`config.mk`:
```
export PLATFORM = sky130hd
export DESIGN_NAME = etm_div_seq
export DESIGN_NICKNAME = d
export VERILOG_FILES = /design/src/rtl/etm_div_pkg.sv /design/src/rtl/etm_div_step.sv /design/src/rtl/etm_div_seq.sv
export SDC_FILE = /design/constraint.sdc
export NUM_CORES = 1
export LEC_CHECK = 0
export BUFFER_PORTS_ARGS = -buffer_cell sky130_fd_sc_hd__buf_2
export CAP_MARGIN = 20
export CORE_ASPECT_RATIO = 1.25
export CORE_UTILIZATION = 30
export DETAILED_ROUTE_END_ITERATION = 7
export PLACE_DENSITY = 0.45
export SYNTH_ARGS = -nofsm -noshare
export SYNTH_HDL_FRONTEND = slang
export SYNTH_SLANG_ARGS = --single-unit
```
`constraint.sdc`:
```
create_clock -name clk -period 6.05 [get_ports clk]
set_clock_uncertainty 0.2 [all_clocks]
set_input_delay 0.605 -clock clk [delete_from_list [all_inputs] [get_ports clk]]
set_output_delay 0.605 -clock clk [all_outputs]
set_load 0.01 [all_outputs]
```
`src/rtl/etm_div_pkg.sv`:
```
// Shared definitions for the ETM sequential approximate divider.
//   - etm_div_state_e : FSM state encoding (idle / run / done)
//   - Def*            : default width constants
//   - clog2()         : ceiling log2, used to size the iteration counter
package etm_div_pkg;

   typedef enum logic [1:0] {
      StIdle = 2'd0,
      StRun  = 2'd1,
      StDone = 2'd2
   } etm_div_state_e;

   localparam int unsigned DefWidth      = 16;
   localparam int unsigned DefDWidth     = 8;
   localparam int unsigned DefApproxBits = 4;

   // Ceiling log2; clog2(value) bits hold 0..value-1.
   function automatic int unsigned clog2(input int unsigned value);
      int unsigned res;
      res = 0;
      while ((32'd1 << res) < value) begin
         res = res + 1;
      end
      return res;
   endfunction

endpackage

```
`src/rtl/etm_div_step.sv`:
```
// One combinational restoring-division step.
//   rem_i     : partial remainder entering the step (always < divisor)
//   bit_i     : next dividend bit shifted in
//   divisor_i : divisor
//   rem_o     : partial remainder leaving the step
//   q_bit_o   : quotient bit produced by this step
module etm_div_step
   import etm_div_pkg::*;
#(
   parameter int unsigned DWIDTH = DefDWidth
) (
   input  logic [DWIDTH-1:0] rem_i,
   input  logic              bit_i,
   input  logic [DWIDTH-1:0] divisor_i,
   output logic [DWIDTH-1:0] rem_o,
   output logic              q_bit_o
);

   // Shifted remainder needs one extra bit; the result is again < divisor.
   logic [DWIDTH:0] shifted;
   logic [DWIDTH:0] dvs_ext;

   always_comb begin
      shifted = {rem_i, bit_i};
      dvs_ext = {1'b0, divisor_i};
      q_bit_o = (shifted >= dvs_ext);
      if (q_bit_o) begin
         rem_o = DWIDTH'(shifted - dvs_ext);
      end else begin
         rem_o = shifted[DWIDTH-1:0];
      end
   end

endmodule

```
`src/rtl/etm_div_seq.sv`:
```
// Sequential approximate (ETM-style) divider.
// The upper WIDTH-APPROX_BITS quotient bits are computed exactly, one restoring
// step per cycle; the low APPROX_BITS are filled with all-ones when any residue
// remains (partial remainder or discarded dividend bits), else zeros.
// Optional macro ETM_DIV_RUNTIME_APPROX_EN adds port approx_en (sampled at
// accept): 0 selects an exact WIDTH-step divide, 1 the approximate one.
// Ports:
//   clk, rst_n           : clock (rising edge), async active-low reset
//   in_valid / in_ready  : operand handshake (ready only while idle)
//   dividend, divisor    : unsigned operands
//   approx_en            : runtime approximation enable (macro builds only)
//   out_valid / out_ready: result handshake, result held until taken
//   quotient, remainder  : result; remainder is the last partial remainder
//   div_by_zero          : divisor was zero (quotient all-ones)
module etm_div_seq
   import etm_div_pkg::*;
#(
   parameter int unsigned WIDTH       = DefWidth,
   parameter int unsigned DWIDTH      = DefDWidth,
   parameter int unsigned APPROX_BITS = DefApproxBits
) (
   input  logic              clk,
   input  logic              rst_n,
   input  logic              in_valid,
   output logic              in_ready,
   input  logic [WIDTH-1:0]  dividend,
   input  logic [DWIDTH-1:0] divisor,
`ifdef ETM_DIV_RUNTIME_APPROX_EN
   input  logic              approx_en,
`endif
   output logic              out_valid,
   input  logic              out_ready,
   output logic [WIDTH-1:0]  quotient,
   output logic [DWIDTH-1:0] remainder,
   output logic              div_by_zero
);

   localparam int unsigned CntW = clog2(WIDTH + 1);
   localparam logic [CntW-1:0] NApprox = CntW'(WIDTH - APPROX_BITS);
   localparam logic [CntW-1:0] NExact  = CntW'(WIDTH);
   localparam logic [WIDTH-1:0] LowMask = (WIDTH'(1) << APPROX_BITS) - WIDTH'(1);

   logic use_approx;
`ifdef ETM_DIV_RUNTIME_APPROX_EN
   assign use_approx = approx_en;
`else
   assign use_approx = 1'b1;
`endif

   etm_div_state_e state_q, state_d;

   logic [WIDTH-1:0]  dvd_q, dvd_d;       // dividend, shifted out MSB first
   logic [WIDTH-1:0]  quo_q, quo_d;       // exact quotient bits, shifted in LSB first
   logic [DWIDTH-1:0] rem_q, rem_d;
   logic [DWIDTH-1:0] dvs_q, dvs_d;
   logic [CntW-1:0]   cnt_q, cnt_d;
   logic              low_nz_q, low_nz_d; // discarded dividend bits were non-zero
   logic              approx_q, approx_d;
   logic [WIDTH-1:0]  quotient_q, quotient_d;
   logic [DWIDTH-1:0] remainder_q, remainder_d;
   logic              dbz_q, dbz_d;

   logic [DWIDTH-1:0] step_rem;
   logic              step_q;
   logic [WIDTH-1:0]  quo_next;
   logic              fill;

   etm_div_step #(
      .DWIDTH (DWIDTH)
   ) u_step (
      .rem_i     (rem_q),
      .bit_i     (dvd_q[WIDTH-1]),
      .divisor_i (dvs_q),
      .rem_o     (step_rem),
      .q_bit_o   (step_q)
   );

   // State register and datapath flops.
   always_ff @(posedge clk or negedge rst_n) begin
      if (!rst_n) begin
         state_q     <= StIdle;
         dvd_q       <= '0;
         quo_q       <= '0;
         rem_q       <= '0;
         dvs_q       <= '0;
         cnt_q       <= '0;
         low_nz_q    <= 1'b0;
         approx_q    <= 1'b0;
         quotient_q  <= '0;
         remainder_q <= '0;
         dbz_q       <= 1'b0;
      end else begin
         state_q     <= state_d;
         dvd_q       <= dvd_d;
         quo_q       <= quo_d;
         rem_q       <= rem_d;
         dvs_q       <= dvs_d;
         cnt_q       <= cnt_d;
         low_nz_q    <= low_nz_d;
         approx_q    <= approx_d;
         quotient_q  <= quotient_d;
         remainder_q <= remainder_d;
         dbz_q       <= dbz_d;
      end
   end

   // Next-state logic.
   always_comb begin
      state_d = state_q;
      unique case (state_q)
         StIdle: begin
            if (in_valid) begin
               state_d = (divisor == '0) ? StDone : StRun;
            end
         end
         StRun: begin
            if (cnt_q == CntW'(1)) begin
               state_d = StDone;
            end
         end
         StDone: begin
            if (out_ready) begin
               state_d = StIdle;
            end
         end
         default: state_d = StIdle;
      endcase
   end

   // Datapath next-state.
   always_comb begin
      dvd_d       = dvd_q;
      quo_d       = quo_q;
      rem_d       = rem_q;
      dvs_d       = dvs_q;
      cnt_d       = cnt_q;
      low_nz_d    = low_nz_q;
      approx_d    = approx_q;
      quotient_d  = quotient_q;
      remainder_d = remainder_q;
      dbz_d       = dbz_q;
      quo_next    = {quo_q[WIDTH-2:0], step_q};
      // With APPROX_BITS=0 LowMask is zero, so the fill never reaches the result.
      fill        = approx_q & ((step_rem != '0) | low_nz_q);

      unique case (state_q)
         StIdle: begin
            if (in_valid) begin
               dvd_d    = dividend;
               quo_d    = '0;
               rem_d    = '0;
               dvs_d    = divisor;
               approx_d = use_approx;
               low_nz_d = (dividend & LowMask) != '0;
               cnt_d    = use_approx ? NApprox : NExact;
               if (divisor == '0) begin
                  quotient_d  = '1;
                  remainder_d = '0;
                  dbz_d       = 1'b1;
               end else begin
                  dbz_d = 1'b0;
               end
            end
         end
         StRun: begin
            dvd_d = dvd_q << 1;
            quo_d = quo_next;
            rem_d = step_rem;
            cnt_d = cnt_q - CntW'(1);
            if (cnt_q == CntW'(1)) begin
               if (approx_q) begin
                  quotient_d = (quo_next << APPROX_BITS) | (fill ? LowMask : '0);
               end else begin
                  quotient_d = quo_next;
               end
               remainder_d = step_rem;
            end
         end
         default: ;
      endcase
   end

   // Outputs.
   always_comb begin
      in_ready    = (state_q == StIdle);
      out_valid   = (state_q == StDone);
      quotient    = quotient_q;
      remainder   = remainder_q;
      div_by_zero = dbz_q;
   end

endmodule

```
## Word level (Yosys, flattened, before mapping)

Cells that the tools add are included.

| word-level totals | value |
|---|---|
| memory bits (read-only) | 0 |
| bits in writable memories | 0 |
| input bits | 28 |
| memories kept | 0 |
| register bits | 81 |
| latch bits | 0 |

| cells by class | value |
|---|---|
| reductions and logical operators | 9 |
| shift-type cells | 0 |
| $lt $le $gt $ge | 1 |
| add/subtract/negate cells | 2 |
| $mul | 0 |
| mux-type cells | 25 |
| equal/unequal tests | 7 |
| divide/modulo/power cells | 0 |
| bitwise gates (word level) | 3 |

Operators with widths:

| cell | count |
|---|---|
| $mux 16 | 5 |
| $pmux 16 s2 | 2 |
| $mux 8 | 5 |
| $pmux 8 s2 | 2 |
| $pmux 15 s2 | 1 |
| $or 16x4->16 | 1 |
| $reduce_bool 16->1 | 1 |
| $mux 15 | 1 |
| $pmux 5 s2 | 1 |
| $ge 9x8->1 | 1 |
| $logic_not 8->1 | 1 |
| $mux 2 | 4 |
| $reduce_bool 8->1 | 1 |
| $sub 8x8->8 | 1 |
| $pmux 2 s3 | 1 |
| $eq 5x1->1 const B | 1 |
| $mux 5 | 1 |
| $sub 5x1->5 const B | 1 |
| $mux 4 | 1 |
| $ne 2x1->1 const B | 2 |
| $ne 2x2->1 const B | 2 |
| $reduce_and 2->1 | 2 |
| $reduce_and 4->1 | 1 |
| $reduce_and 3->1 | 1 |
| 7 further kinds | 7 |

## Logic depth before layout (Yosys ltp)

Gate-level depths: netlist (run 1).

| depth | value |
|---|---|
| depth in word-level cells | 10 |
| gate-level depth with buffers | 10 |
| gate-level depth less buffers | 10 |

## By module

From an unflattened synthesis (run 1), not the netlist that was laid out.

| unflattened totals | value |
|---|---|
| cells, all modules | 426 |
| area total of the unflattened synthesis | 4042.6 um^2 |

Modules (own cells, without submodules):

| module | sequential area each (um^2) | area each (um^2) | instances | cells an instance |
|---|---|---|---|---|
| etm_div_seq | 2026.9 | 3522.1 | 1 | 357 |
| etm_div_step | 0.0 | 520.5 | 1 | 69 |

## Worst setup path before layout (run 1)

Ideal clock, no wire load.

| timing path | value |
|---|---|
| path kind | reg2reg |
| start | register dvd_q[15] |
| end | register quotient_q[0] (netlist: quotient[0]) |
| buffers on the path | 0 |
| arrival time | 2.215 ns |
| stages on the path, launching flop included | 11 |
| clock period less this slack | 2.556 ns |
| path slack | 3.494 ns |
| required time | 5.709 ns |
| path through | dfrtp_1 > inv_1 > ha_1 > inv_1 > fa_1 > a211oi_2 > nor2_1 > xor2_1 > or4b_4 > a21oi_4 > a21oi_1 |

| on the way | value |
|---|---|
| longest elaborated chain between the ends | 10 |
| elaborated cells between the ends (all ways) | 11 |

Ends and longest elaborated chain:

| what | line | source |
|---|---|---|
| start: declaration | etm_div_seq.sv:52 | `logic [WIDTH-1:0] dvd_q, dvd_d;` |
| start signal: assignment | etm_div_seq.sv:94 | `dvd_q <= dvd_d;` |
| $sub 8x8->8 or $ge 9x8->1 (tied branches) | etm_div_step.sv:28, etm_div_step.sv:26 |  |
| $mux 8 | etm_div_step.sv:27 | `if (q_bit_o) begin` |
| $reduce_bool 8->1 | etm_div_seq.sv:144 | `fill = approx_q & ((step_rem != '0) \| low_nz_q);` |
| $or 1x1->1 | etm_div_seq.sv:144 |  |
| $and 1x1->1 | etm_div_seq.sv:144 |  |
| $mux 4 | etm_div_seq.sv:172 | `quotient_d = (quo_next << APPROX_BITS) \| (fill ? LowMask : '0);` |
| $or 16x4->16 | etm_div_seq.sv:172 |  |
| $mux 16 * | etm_div_seq.sv:171 | `if (approx_q) begin` |
| $mux 16 * | etm_div_seq.sv:170 | `if (cnt_q == CntW'(1)) begin` |
| $pmux 16 s2 * | etm_div_seq.sv:146 | `unique case (state_q)` |
| end signal: assignment | etm_div_seq.sv:101 | `quotient_q <= quotient_d;` |
| end: declaration | etm_div_seq.sv:59 | `logic [WIDTH-1:0] quotient_q, quotient_d;` |

Mark *: on every way between the ends. The rest lies on a longest branch, timed or not. The select of a mux whose other input is x is not followed.
A chain may end at the register's enable or synchronous reset.

## Final worst setup path (run 1)

Same ends and word-level chain as after synthesis.

==> results of run 1 <==
-- worst max-delay path, cell delays in order (launching register included) --
cell and delay (ps):
dfrtp_1 430, inv_1 100, ha_1 180, inv_1 60
fa_1 410, a211oi_2 240, o21bai_1 120, a21oi_1 180
xnor2_1 120, o41ai_2 550, a21oi_1 120
-- power groups by stage --
stage	Clock [mW]	Combinational [mW]	Sequential, mW
2_1_floorplan	0	0.970	0.975
3_3_place_gp	0	1.31	1.00
3_5_place_dp	0	1.33	1.01
4_1_cts	0.520	1.34	0.999
5_1_grt	0.543	1.50	1.03
6_report	0.501	1.31	0.994
-- synthesized netlist by cell type (2+ instances only) --
library cell and number:
a211oi_2 2, a21oi_1 26, a31o_2 2, a31oi_1 15
clkbuf_1 20, dfrtp_1 81, ha_1 10, inv_1 14
mux2_2 2, mux2i_1 16, nand2_1 93, nand2b_1 6
nand3_1 13, nor2_1 41, nor2b_1 2, nor4_1 4
o21a_1 2, o21ai_0 43, o22ai_1 4, or4_1 2
xnor2_1 2, xor2_1 4
-- sequential cells by signal (all words and copies together) (netlist names) --
| register | count |
|---|---|
| dvd_q | 16 |
| quotient | 16 |
| quo_q | 15 |
| div_by_zero | 1 |
| dvs_q | 8 |
| approx_q | 1 |
| state_q | 2 |
| low_nz_q | 1 |
| cnt_q | 5 |
| rem_q | 8 |
| remainder | 8 |
-- final cells by class --
| class | count | area (um2) | area share (%) |
|---|---|---|---|
| clock buffers | 11 | 252.7 | 5.470 |
| clock inverters | 3 | 17.52 | 0.3791 |
| inverters | 14 | 52.55 | 1.137 |
| multi-input cells | 309 | 1730 | 37.45 |
| flip-flops and latches | 81 | 2027 | 43.87 |
| well taps | 168 | 210.2 | 4.549 |
| repair buffers | 59 | 330.3 | 7.149 |
-- stage by stage --
| step | hold slack [ps] | setup slack [ps] | util, % |
|---|---|---|---|
| floorplan | 109.4 | 3494 | - |
| global placement | 291.3 | 3202 | 34.14 |
| detailed placement | 292.5 | 3210 | 34.14 |
| CTS | 273.6 | 3172 | 36.27 |
| global route | 24.37 | 2984 | 36.49 |
| finish | -2.466 | 3201 | 36.49 |
-- how the worst min path moves through the flow --
stage	endpoint	slack (ps)	cells past startpoint
2_1_floorplan	approx_q	110	0
3_3_place_gp	dvd_q[0]	290	2
3_5_place_dp	low_nz_q	290	2
4_1_cts	dvd_q[0]	270	3
5_1_grt	quo_q[6]	20	1
6_report	quo_q[6]	-2	1
-- per-layer routing --
| metal | routed length, um | up-vias | track usage [%] | share of wire [%] |
|---|---|---|---|---|
| li1 | - | 1550 | - | - |
| met4 | 128 | 0 | 5.882 | 1.4 |
| met2 | 4484 | 71 | 24.47 | 48 |
| met5 | 0 | - | 0 | 0 |
| met3 | 344 | 6 | 3.370 | 3.7 |
| met1 | 4392 | 1490 | 19.35 | 47 |
-- kinds of logic (layout without fill, tap and decap cells) --
| kind of cell | after synthesis | after routing | share of synthesized area, % |
|---|---|---|---|
| compound gates | 104 | 104 | 15.98 |
| xor+xnor | 6 | 6 | 1.348 |
| fa+ha+maj | 11 | 11 | 3.723 |
| buf+inv | 37 | 87 | 3.690 |
| flops | 81 | 81 | 51.99 |
| mux | 18 | 18 | 4.685 |
| simple gates | 170 | 170 | 18.58 |
==> flow_summary.json, run 1 <==
{
  "placed_cells": 630,
  "stdcell_count": 645,
  "max_slew.worst_pin.slew_ps": 860.0,
  "post-route-drc-count": 0,
  "rows": 46,
  "drive_above_1_share_pct": 18.03,
  "final_common_cell": "nand2_1",
  "grt_pass1_vias": 3085,
  "ys_ff_latch": 81,
  "slew_viol_final": 0,
  "via_per_inst": 4.833,
  "finalCriticalPeriod_ps": 2849,
  "track_usage_pct": 14.97,
  "grt-ovfl-total": 0,
  "worstPathArrival_ps": 2830,
  "grt_antenna_before_repair": 0,
  "pwr-share-comb_pct": 46.8,
  "intPower_mw": 1.623,
  "grt_setup_unrepaired": "false",
  "maxCapViolations": 0,
  "clockBufferDepth": 2,
  "final_design_area_no_fill_um2": 4621,
  "dieHeight_um": 129.5,
  "cellPowerDensity_nw_per_um2": 608.0,
  "wl_per_cell_um": 14.49,
  "synth-edff-count": 0,
  "antenna_left": 0,
  "die_x_um": 104.0,
  "routed_wl_um": 9349,
  "avgSynthCellArea_um2": 9.131,
  "clock_latency_ps": 330,
  "cts_resized": 0,
  "async_flop_share_pct": 100.0,
  "syn2layout_area_growth_pct": 18.52,
  "rr_worst_depth": 10,
  "dpl.hpwl_um": 6323,
  "hold_violations": 2,
  "cp-end-kind": "flop",
  "antennaDiodeCount": 0,
  "cts_tree": "done",
  "yosysSeqAreaShare_pct": 51.99,
  "timing.rr.end": "quotient[0]",
  "synth_area_leaders": "dfrtp_1 (52%), nand2_1 (9.0%), o21ai_0 (5.5%), mux2i_1 (4.1%), nor2_1 (3.9%)",
  "start_kind": "flop",
  "synth_top_area_share_pct": 51.99,
  "critPathMaxFanout": 4,
  "path_class": "flop to flop",
  "irDropWorstVdd_mv": 0.2143,
  "total_power_mw": 2.809,
  "yosysWarnings": 0,
  "htree_num_levels": 3,
  "yosysUniqueCellTypes": 45,
  "crit_path_start": "dvd_q[15]",
  "swShare_pct": 42.21,
  "ctsHoldBuffers": 0,
  "tns_ps": 0,
  "cts_root_buffer": "clkbuf_16",
  "crit_end": "quotient[0]",
  "cts.sinks": 81,
  "start_util_pct": 30.79,
  "drt_iter0_drc": 179,
  "vias": 3117,
  "outcome": "finished with violations",
  "path_clk_slew_ps": 60,
  "failed_checks": "hold timing",
  "fmax_mhz": 351.1,
  "required_ps": 6040,
  "grt_max_degree": 82,
  "synth_top_cell_by_area": "dfrtp_1",
  "p_switching_mw": 1.186,
  "syn_area_um2": 3899,
  "p_leak_nw": 2.123,
  "nNetsFinal": 513,
  "setup_viol_count_final": 0,
  "cts_setup_buffers": 0,
  "reg2reg_from": "dvd_q[15]",
  "pwr-share-clk_pct": 17.9,
  "layout_common_cells": "nand2_1 (93), dfrtp_1 (81), buf_2 (53)",
  "worst_hold_slack_ps": -2.466,
  "r2r_slack_ps": 3200,
  "coreArea_um2": 12660,
  "syn_nets": 466,
  "postPlaceCellArea_um2": 4323,
  "portBuffers": 54,
  "place_congestion": 0.7894,
  "firstDrtPassIters": 4,
  "fillers": 1352,
  "maxSlewHeadroom_pct": 42.67,
  "grt_pass1_wl_um": 15660,
  "period_share_pct": 47.08,
  "power_frac_seq_pct": 35.4,
  "cts_buffers": 9,
  "synth-main-ff-cell": "dfrtp_1",
  "min_path_type": "primary input to async pin",
  "ioPinCount": 55,
  "dieArea_um2": 13460,
  "synthCells": 427
}
Power figures use the tool's default switching activity.
==> run 2: changes to the inputs <==
PLACE_DENSITY = 0.47   (was 0.45)
clock period = 2.5 ns   (was 6.05 ns; I/O delays follow)
==> run 2 against run 1 <==
  * The run ends with setup timing left
  * Register-to-register slack worse by 3300 ps
  * Critical path depth stayed put
  * Count of clock-buffer cells in the layout grew 1
  * Largest power group unchanged
  * Die area unchanged
  * Design area is 13% higher
  * Maximum frequency grew 8.0%
  * Global-route usage grew 1.3 points
  * First-iteration DRC count up 3.9%
  * Hold slack better by 18 ps
  * Critical path type unchanged
  * Combinational power grew to 3.2 times the previous value
==> flow_summary.json, run 2 (same netlist as run 1, synthesis figures left out) <==
{
  "outcome": "finished with violations",
  "failed_checks": "setup timing",
  "fillers": 1303,
  "r2r_slack_ps": -140,
  "firstDrtPassIters": 6,
  "clock_latency_ps": 340,
  "stdcell_count": 703,
  "p_leak_nw": 2.409,
  "required_ps": 2520,
  "dieArea_um2": 13460,
  "start_util_pct": 30.79,
  "cp-end-kind": "flop",
  "cts_tree": "done",
  "wl_per_cell_um": 14.53,
  "clockBufferDepth": 2,
  "final_design_area_no_fill_um2": 5219,
  "period_share_pct": 105.5,
  "grt-ovfl-total": 0,
  "fmax_mhz": 379.0,
  "via_per_inst": 4.780,
  "crit_top_cell": "inv_2",
  "dieHeight_um": 129.5,
  "post-route-util_pct": 41.22,
  "htree_num_levels": 3,
  "max_slew.worst_pin.slew_ps": 667.9,
  "cts_buffers": 9,
  "path_class": "flop to flop",
  "cts.sinks": 81,
  "nNetsFinal": 569,
  "routed_wl_um": 10210,
  "maxSlewHeadroom_pct": 55.47,
  "track_usage_pct": 16.29,
  "irDropWorstVdd_mv": 0.4831,
  "setup_viol_count_final": 4,
  "finalCriticalPeriod_ps": 2638,
  "place_congestion": 0.7928,
  "worstPathArrival_ps": 2660,
  "start_kind": "flop",
  "path_cells": "inv_2, ha_4, inv_2, fa_2, a211oi_2, nor2_1, xor2_1, or4b_4, a21oi_4, a21oi_1",
  "grt_antenna_before_repair": 0,
  "path_delay_family": "simple AND/OR/NAND/NOR gates",
  "setup_ws_ps": -138.5,
  "post-route-drc-count": 0,
  "worst_hold_slack_ps": 15.43,
  "drt_iter0_drc": 186,
  "min_path_type": "primary input to flop",
  "slew_viol_final": 0,
  "maxCapViolations": 0,
  "antennaDiodeCount": 0,
  "ioPinCount": 55,
  "slowest_stage": "or4b_4",
  "grt_pass1_wl_um": 17110,
  "hold_violations": 0,
  "grt_max_degree": 45,
  "dpl.hpwl_um": 7026,
  "coreArea_um2": 12660,
  "cellPowerDensity_nw_per_um2": 1520,
  "antenna_left": 0,
  "final_common_cell": "nand2_1",
  "grt_setup_unrepaired": "true",
  "postPlaceCellArea_um2": 4561,
  "critPathMaxFanout": 4,
  "cts_root_buffer": "clkbuf_16",
  "path_clk_slew_ps": 60,
  "placed_cells": 658,
  "layout_common_cells": "nand2_1 (93), dfrtp_1 (81), buf_2 (53)",
  "tns_ps": -518.2,
  "crit_buf_inv": 2,
  "syn2layout_area_growth_pct": 33.86,
  "drive_above_1_share_pct": 24.11,
  "vias": 3360,
  "portBuffers": 54,
  "grt_pass1_vias": 3399,
  "rows": 46,
  "crit_path_max_incr_delay_ps": 520,
  "die_x_um": 104.0
}
[run 2: final cells by class]
cell class	instances	area (um2)	area share [%]
sequential	81	2027	38.84
inverter	14	52.55	1.007
tap	168	210.2	4.028
multi-input combinational	309	1813	34.74
clock inverter	4	51.30	0.9830
timing repair buffer	115	818.3	15.68
clock buffer	12	246.5	4.723
[run 2: what timing repair did]
item / in CTS / in global routing
endpoints found under the setup margin: 4 / 18
gates resized for setup: 7 / 11
endpoints found under the hold margin: 62 / 0
setup buffers: 2 / 2
hold buffers: 25 / 0
pin swaps: 10 / 6
[run 2: final timing paths]
kind / cells past startpoint / end / start
max reg2reg: 10 / quotient[2] / dvd_q[15]
min reg2reg: 2 / low_nz_q / low_nz_q
min in group asynchronous: 2 / quotient[7] / rst_n
min: 3 / dvd_q[15] / dividend[15]
max in group asynchronous: 3 / state_q[1] / rst_n
max: 10 / quotient[2] / dvd_q[15]
[run 2: per-layer routing]
metal	vias to the layer above	GRT usage, %	share of wire, %
met1	1616	19.97	45
met2	63	27.76	49
li1	1660	-	-
met4	0	7.899	2.6
met3	21	3.068	3.2
met5	-	0	0
[run 2: metrics by stage]
| stage | power [mW] | setup slack (ps) |
|---|---|---|
| final | 7.930 | -138.5 |
| after detailed placement | 6.132 | -167.7 |
| after CTS | 7.706 | -96.21 |
| after global placement | 6.071 | -114.3 |
| after floorplan | 4.710 | -32.89 |
| after global routing | 8.612 | -233.0 |
[run 2: report_power, final]
group          switching, mW  internal (mW)  total, mW
combinational           2.33           1.90       4.23
clock                  0.537          0.804       1.34
sequential             0.420           1.94       2.36
total                   3.29           4.64       7.93
[run 2: worst register-to-register path: stages (launching register included)]
cell      delay (ps)
dfrtp_1          380
inv_2             80
ha_4             130
inv_2             40
fa_2             370
a211oi_2         270
nor2_1            80
xor2_1           160
or4b_4           520
a21oi_4          210
a21oi_1           90
